$ cat src/rtl/serial_frame_tx.sv
// Parallel-to-serial frame transmitter: valid/ready word intake, bit-rate divider,
// and a frame FSM emitting start, LSB-first data, optional parity and stop bits.
module serial_frame_tx #(
    parameter int WIDTH     = 8,
    parameter int CLK_DIV   = 16,
    parameter int PARITY    = 0,
    parameter int STOP_BITS = 1
) (
    input  logic             clk,
    input  logic             sclr,
    input  logic [WIDTH-1:0] in_data,
    input  logic             in_valid,
    output logic             in_ready,
    output logic             tx,
    output logic             busy,
    output logic             frame_done
);

    localparam int DIV_MAX = STOP_BITS * CLK_DIV;
    localparam int DIV_W   = $clog2(DIV_MAX + 1);
    localparam int BIT_W   = $clog2(WIDTH);

    localparam logic [DIV_W-1:0] BIT_LAST  = DIV_W'(CLK_DIV - 1);
    localparam logic [DIV_W-1:0] STOP_LAST = DIV_W'(DIV_MAX - 1);
    localparam logic [BIT_W-1:0] DATA_LAST = BIT_W'(WIDTH - 1);

    if (WIDTH < 2) begin : g_bad_width
        $error("serial_frame_tx: WIDTH must be >= 2");
    end
    if (CLK_DIV < 2) begin : g_bad_div
        $error("serial_frame_tx: CLK_DIV must be >= 2");
    end
    if (PARITY < 0 || PARITY > 2) begin : g_bad_parity
        $error("serial_frame_tx: PARITY must be 0, 1 or 2");
    end
    if (STOP_BITS < 1 || STOP_BITS > 2) begin : g_bad_stop
        $error("serial_frame_tx: STOP_BITS must be 1 or 2");
    end

    typedef enum logic [2:0] {
        S_IDLE,
        S_START,
        S_DATA,
        S_PARITY,
        S_STOP
    } state_t;

    state_t           r_state, w_state_nxt;
    logic [DIV_W-1:0] r_div, w_div_nxt, w_lim;
    logic [BIT_W-1:0] r_bit, w_bit_nxt;
    logic [WIDTH-1:0] r_shift, w_shift_nxt;
    logic             r_par, w_par_nxt;
    logic             r_tx, r_ready, r_busy, r_done;
    logic             w_done_nxt, w_bit_end;

    // Line level for a given state, so tx can be registered from next-state values.
    function automatic logic tx_level(input state_t s, input logic [WIDTH-1:0] sh,
                                      input logic p);
        case (s)
            S_START:  return 1'b0;
            S_DATA:   return sh[0];
            S_PARITY: return p;
            default:  return 1'b1;
        endcase
    endfunction

    assign w_lim     = (r_state == S_STOP) ? STOP_LAST : BIT_LAST;
    assign w_bit_end = (r_div == w_lim);

    always_comb begin
        w_state_nxt = r_state;
        w_div_nxt   = r_div + DIV_W'(1);
        w_bit_nxt   = r_bit;
        w_shift_nxt = r_shift;
        w_par_nxt   = r_par;
        w_done_nxt  = 1'b0;
        case (r_state)
            S_IDLE: begin
                w_div_nxt = '0;
                if (in_valid && r_ready) begin
                    w_state_nxt = S_START;
                    w_shift_nxt = in_data;
                    w_par_nxt   = (^in_data) ^ (PARITY == 2);
                    w_bit_nxt   = '0;
                end
            end
            S_START: begin
                if (w_bit_end) begin
                    w_state_nxt = S_DATA;
                    w_div_nxt   = '0;
                end
            end
            S_DATA: begin
                if (w_bit_end) begin
                    w_div_nxt   = '0;
                    w_shift_nxt = r_shift >> 1;
                    if (r_bit == DATA_LAST) begin
                        w_bit_nxt   = '0;
                        w_state_nxt = (PARITY != 0) ? S_PARITY : S_STOP;
                    end else begin
                        w_bit_nxt = r_bit + BIT_W'(1);
                    end
                end
            end
            S_PARITY: begin
                if (w_bit_end) begin
                    w_state_nxt = S_STOP;
                    w_div_nxt   = '0;
                end
            end
            S_STOP: begin
                if (w_bit_end) begin
                    w_state_nxt = S_IDLE;
                    w_div_nxt   = '0;
                    w_done_nxt  = 1'b1;
                end
            end
            default: begin
                w_state_nxt = S_IDLE;
                w_div_nxt   = '0;
            end
        endcase
    end

    always_ff @(posedge clk) begin
        if (sclr) begin
            r_state <= S_IDLE;
            r_div   <= '0;
            r_bit   <= '0;
            r_shift <= '0;
            r_par   <= 1'b0;
            r_tx    <= 1'b1;
            r_ready <= 1'b1;
            r_busy  <= 1'b0;
            r_done  <= 1'b0;
        end else begin
            r_state <= w_state_nxt;
            r_div   <= w_div_nxt;
            r_bit   <= w_bit_nxt;
            r_shift <= w_shift_nxt;
            r_par   <= w_par_nxt;
            r_tx    <= tx_level(w_state_nxt, w_shift_nxt, w_par_nxt);
            r_ready <= (w_state_nxt == S_IDLE);
            r_busy  <= (w_state_nxt != S_IDLE);
            r_done  <= w_done_nxt;
        end
    end

    assign in_ready   = r_ready;
    assign tx         = r_tx;
    assign busy       = r_busy;
    assign frame_done = r_done;

endmodule

$ cat config.mk
export PLATFORM = sky130hd
export DESIGN_NAME = serial_frame_tx
export DESIGN_NICKNAME = d
export VERILOG_FILES = /design/src/rtl/serial_frame_tx.sv
export SDC_FILE = /design/constraint.sdc
export NUM_CORES = 1
export LEC_CHECK = 0
export ABC_AREA = 1
export CAP_MARGIN = 10
export CELL_PAD_IN_SITES_DETAIL_PLACEMENT = 0
export CELL_PAD_IN_SITES_GLOBAL_PLACEMENT = 1
export CORE_MARGIN = 8
export CORE_UTILIZATION = 36
export DETAILED_ROUTE_END_ITERATION = 8
export PLACE_DENSITY_LB_ADDON = 0.1
export SLEW_MARGIN = 20
export SYNTH_ARGS = -nofsm -noshare
export SYNTH_HDL_FRONTEND = slang
export SYNTH_SLANG_ARGS = --single-unit
$ cat constraint.sdc
create_clock -name clk -period 1.8 [get_ports clk]
set_input_delay 0.45 -clock clk [delete_from_list [all_inputs] [get_ports clk]]
set_output_delay 0.45 -clock clk [all_outputs]
set_load 0.01 [all_outputs]
* Yosys cells after proc, flatten, opt, wreduce, memory -nomap -nowiden *
Index checks and enable logic that the tools add are counted.

cells by class
  add/subtract/negate cells = 2
  equality and inequality tests = 11
  reductions and logical operators = 10
  bitwise gates (word level) = 2
  multiplexer cells = 18

operators by type and width
  operator                                                               number
  3-bit 2-to-1 mux                                                       9
  8-bit 2-to-1 mux                                                       2
  8-bit one-hot mux with 2 select lines                                  1
  3-bit one-hot mux with 5 select lines                                  1
  3-bit by 2-bit equality test with 1-bit output, second input constant  4
  8-bit parity                                                           1
  3-bit by 1-bit equality test with 1-bit output, second input constant  2
  3-bit equality test, second input constant                             2
  3-bit logical NOT                                                      2
  3-bit one-hot mux with 2 select lines                                  1
  5-bit by 1-bit adder with 5-bit output, second input constant          1
  5-bit by 4-bit equality test with 1-bit output, second input constant  1
  2-bit inequality test, second input constant                           2
  4-bit OR reduction                                                     1
  3-bit by 1-bit adder with 3-bit output, second input constant          1
  1-bit 2-to-1 mux                                                       3
  1-bit one-hot mux with 3 select lines                                  1
  3-bit AND reduction                                                    1
  3-bit nonzero test                                                     1
  3-bit OR reduction                                                     1
  1-bit NOT                                                              2
  2-bit nonzero test                                                     1
  2-bit OR reduction                                                     1
  1-bit logical AND                                                      1

storage, ports and cells
  input port bits = 11
  word-level logic and storage cells = 53
  register bits = 24
  output and inout port bits = 4

* Longest topological paths before layout *
  depth after elaboration = 6
  mapped depth = 15
  depth with buffers taken out = 14

* Worst setup path before layout *
OpenSTA, ideal clock, no wires.

  kind = flip-flop to flip-flop
  from = register r_div[0]
  to = register r_ready, in the netlist in_ready
  stages on the path, launching flop included = 15
  arrival time = 1.526 ns
  period minus slack after synthesis = 1.644 ns
  data required time = 1.682 ns
  buffers on the path = 1
  setup slack = 0.156 ns
  setup time = 0.118 ns
  cells stage by stage = dfxtp_1 ha_1 nand2_1 nor2_1 ha_1 buf_2 inv_1 nand2_1 nand3_2 nand2_4 inv_2 nand2_1 inv_1 nor2_2 nor2_2

on the way
  cells in the longest elaborated chain, start to end = 4
  elaborated cells on any way between the ends = 7
  classes of those cells = 1 x eq/ne; 5 x mux; 1 x reduce/logical

ends and longest elaborated chain
  what                                                RTL line  RTL
  start: declaration                                  49        logic [DIV_W-1:0] r_div, w_div_nxt, w_lim;
  start signal: assignment                            138       r_div <= w_div_nxt;
  5-bit by 4-bit equality test with 1-bit output (*)  68        assign w_bit_end = (r_div == w_lim);
  named net w_bit_end                                 54        logic w_done_nxt, w_bit_end;
  3-bit 2-to-1 mux, on equally long branches          n/a
  3-bit one-hot mux with 5 select lines (*)           77        case (r_state)
  3-bit logical NOT (*)                               143       r_ready <= (w_state_nxt == S_IDLE);
  end signal: assignment                              143
  end: declaration                                    53        logic r_tx, r_ready, r_busy, r_done;

Mark *: on every way through the listed nets, which the timed path passes. The rest lies on a longest branch.
A chain may end at the register's enable or synchronous reset.

* Worst setup path after layout *
  from = register r_div[0]
  to = register r_tx, in the netlist tx

on the way
  cells in the longest elaborated chain, start to end = 5
  elaborated cells on any way between the ends = 12
  classes of those cells = 4 x eq/ne; 8 x mux

ends and longest elaborated chain
  what                                                                                                                     RTL line  RTL
  5-bit by 4-bit equality test with 1-bit output (*)                                                                       68
  named net w_bit_end                                                                                                      54
  3-bit 2-to-1 mux, on equally long branches                                                                               n/a
  3-bit one-hot mux with 5 select lines                                                                                    77
  3-bit by 2-bit equality test with 1-bit output / 3-bit by 1-bit equality test with 1-bit output (equally long branches)  59        case (s)
  1-bit one-hot mux with 3 select lines (*)                                                                                59
  end signal: assignment                                                                                                   142       r_tx <= tx_level(w_state_nxt, w_shift_nxt, w_par_nxt);
  end: declaration                                                                                                         53

Mark *: on every way through the listed nets, which the timed path passes. The rest lies on a longest branch. The select of a mux whose other input is x is not followed.

==> run metrics <==
total wire length 2.77 mm; Max rail drop VDD approximately 0.00035 V; DRT iter0 DRCs 41; core area 0.00369 mm^2; Die Y 78.1 um; MaxCap Viol Count 0; M2 GR Usage 16.6%; minimum clock period after layout 1.68 ns; router iterations before antenna repair 4; Clock Tree Root clkbuf_8; WP data required 1.95 ns; pre-CTS setup slack -0.0343 ns; total I/O pin count 15; grt ovf 0; Distinct cells, synth 28; critical path type reg2reg; ANT nets after route 0; PwrDens 685 mW/mm^2; met3 Resource Use GR 1.48%; antenna violations before repair 0; Final nets roughly 240; syn nets 215; Max Slew Vio Count 0; Max clock buf depth 2; status completed; crit end category register; M1 GR Usage 11.5%; Ant. Diodes 0; via/cell ratio 4.65; CTS tree built; Worst setup SP type register; crit path max fanout 3; area growth from synthesis to layout 24.2%; Max Clock Skew 0.00348 ns; Sequential Area between 400 and 500 um^2; setup slack after layout 0.121 ns; Mapped Avg Cell Area 6.99 um^2; Ys Warns 0; Initial Util a little under two fifths; Residual DRC 0; Core Rows 22; number of CTS-inserted buffers 3; Worst Max-Slew Pin Slew 0.277 ns; Buffers on Ports 14; Worst Hold Margin 0.427 ns; Hold WC Path Type reg2reg; worst skew pair latency approximately 0.26 ns; Crit path arrival time between 1.5 and 2 ns; clock sink count 24; share of layout cells above drive strength 1 22.4%; number of global-route vias before repair 1231; hpwl dp 2.30 mm; Buffers & Inverters on Critical Path 3; FMAX 0.596 GHz; Gate Count Post-Synth a little under 200; DR WL/cell 10.4 um; total track usage 9.86%; gr busiest metal met2; final period utilization between 90 and 100%; Syn Std Cell Area 0.00139 mm^2; routed via count 1241; synthesized flop and latch total 24; slowest stage delay, CP 0.35 ns; CP cell instances ha_2, nand2_2, nor2_4, ha_4, inv_1, nand2_1, nand3_2, nand2_4, inv_2, nand2_1, inv_1, nor2_2, nand2_1; largest net degree at the start of global routing 14; relative slew slack 81.5%; H-tree levels 1; Filler Cell Count ~380; die span in x 78.1 um; first-pass GRT wire length 5.06 mm; die footprint 0.00611 mm^2; final hold violation count 0; GP Congestion approximately 0.76; slowest CP cell dfxtp_2; Leakage 0.793 nW; sequential element share of the synthesized area 34.6%; multi-input logic area 800 um^2; cell repeated most along the worst path nand2_1; CTS clk-pin slew, worst paths 0.08 ns; Top Family by Delay on Critical Path simple AND/OR/NAND/NOR gates; final setup fails 0; RSZ-0062 raised after global routing no
-- metal layers --
layer,vias up,wire [um]
met5,-,0
met4,0,73
met3,6,59
met2,20,1390
met1,553,1250
li1,662,-
-- kinds of logic after synthesis --
kind of cell | after synthesis | share of synthesized area (%)
AOI/OAI and AO/OA | 16 | 8.91
DFF | 24 | 34.6
adders and majority gates | 5 | 4.50
and+or+nand+nor | 116 | 39.7
xor gates and xnor gates | 1 | 0.630
buffers and inverters | 37 | 11.7
-- metrics by stage --
| step | cells | area (um^2) | setup TNS, ns | power [mW] | utilization (%) |
|---|---|---|---|---|---|
| 2_1_floorplan | 199 | 1390 | 0 | 0.758 | - |
| 4_1_cts | 266 | 1670 | 0 | 1.20 | 45.3 |
| 6_report | 267 | 1730 | 0 | 1.18 | 46.8 |
| 3_5_place_dp | 262 | 1610 | -0.0343 | 0.841 | 43.6 |
| 3_3_place_gp | 262 | 1610 | -0.0128 | 0.837 | 43.6 |
| 5_1_grt | 267 | 1730 | 0 | 1.26 | 46.8 |
-- path summary, 6_finish.rpt --
| check | from | to | slack, ns | cells after the start |
|---|---|---|---|---|
| min | r_div[0] | r_div[0] | 0.43 | 1 |
| min reg2reg | r_div[0] | r_div[0] | 0.43 | 1 |
| max | r_div[0] | tx | 0.12 | 13 |
| max reg2reg | r_div[0] | tx | 0.12 | 13 |
-- cell usage after synthesis --
cell type | instances | area share, %
nor2_1 | 23 | 6.2
clkbuf_1 | 1 | 0.27
inv_2 | 5 | 1.4
buf_2 | 2 | 0.72
a21oi_2 | 1 | 0.63
nor3_1 | 2 | 0.72
a31oi_2 | 4 | 3.6
nand3_4 | 1 | 1.3
nor2_4 | 1 | 0.81
nand3_1 | 5 | 1.8
xor2_1 | 1 | 0.63
o221ai_1 | 1 | 0.63
nand2_1 | 61 | 16
buf_12 | 1 | 1.4
ha_1 | 5 | 4.5
o21ai_2 | 1 | 0.63
nand4_1 | 6 | 2.7
nand3_2 | 2 | 1.4
nand2_4 | 4 | 3.2
inv_1 | 26 | 7.0
dfxtp_1 | 24 | 35
nor2_2 | 3 | 1.4
nor3b_1 | 1 | 0.54
nand2_2 | 7 | 3.2
a21oi_1 | 5 | 1.8
inv_4 | 2 | 0.90
a31oi_1 | 2 | 0.90
o21ai_0 | 2 | 0.72
-- timing repair --
| item | CTS | global route |
|---|---|---|
| endpoints found under the setup margin | 1 | 10 |
| pin swaps | 0 | 6 |
| hold buffers | 0 | 0 |
| resized for setup | 2 | 11 |
| buffers inserted | 0 | 1 |
-- cell usage in the layout (no fill, tap or decap), drive strengths merged --
cell type      instances
inv                   33
a21oi                  6
nor3                   2
o221ai                 1
nand4                  6
o21ai                  3
xor2                   1
nor2                  27
dfxtp                 24
ha                     5
clkdlybuf4s50         14
nor3b                  1
clkbuf                 4
buf                    6
nand2                 72
nand3                  8
a31oi                  6
-- power by group --
part           switching, mW  internal [mW]  leakage, nW
combinational          0.138          0.110        0.568
sequential            0.0186          0.563        0.197
clock                  0.159          0.195       0.0288
total                  0.316          0.867        0.793
-- worst register-to-register path, stage by stage, from the launching register on --
cell     delay, ns
dfxtp_2       0.35
ha_2          0.19
nand2_2       0.07
nor2_4        0.17
ha_4          0.17
inv_1         0.05
nand2_1       0.06
nand3_2       0.09
nand2_4       0.08
inv_2         0.04
nand2_1       0.04
inv_1         0.04
nor2_2        0.13
nand2_1       0.08
-- registers in the layout, indices dropped and copies added (netlist names) --
register and flops:
r_shift 8, r_div 5, r_bit 3, r_state 3, busy 1, frame_done 1
in_ready 1, r_par 1, tx 1
-- cell type report --
type                    count  area share [%]
repair buffers             20            11.7
clock buffers               4            3.19
inverters                  33            7.46
well taps                  48            3.48
multi-input cells         138            46.3
flip-flops and latches     24            27.9
(Power assumes the default switching activity.)
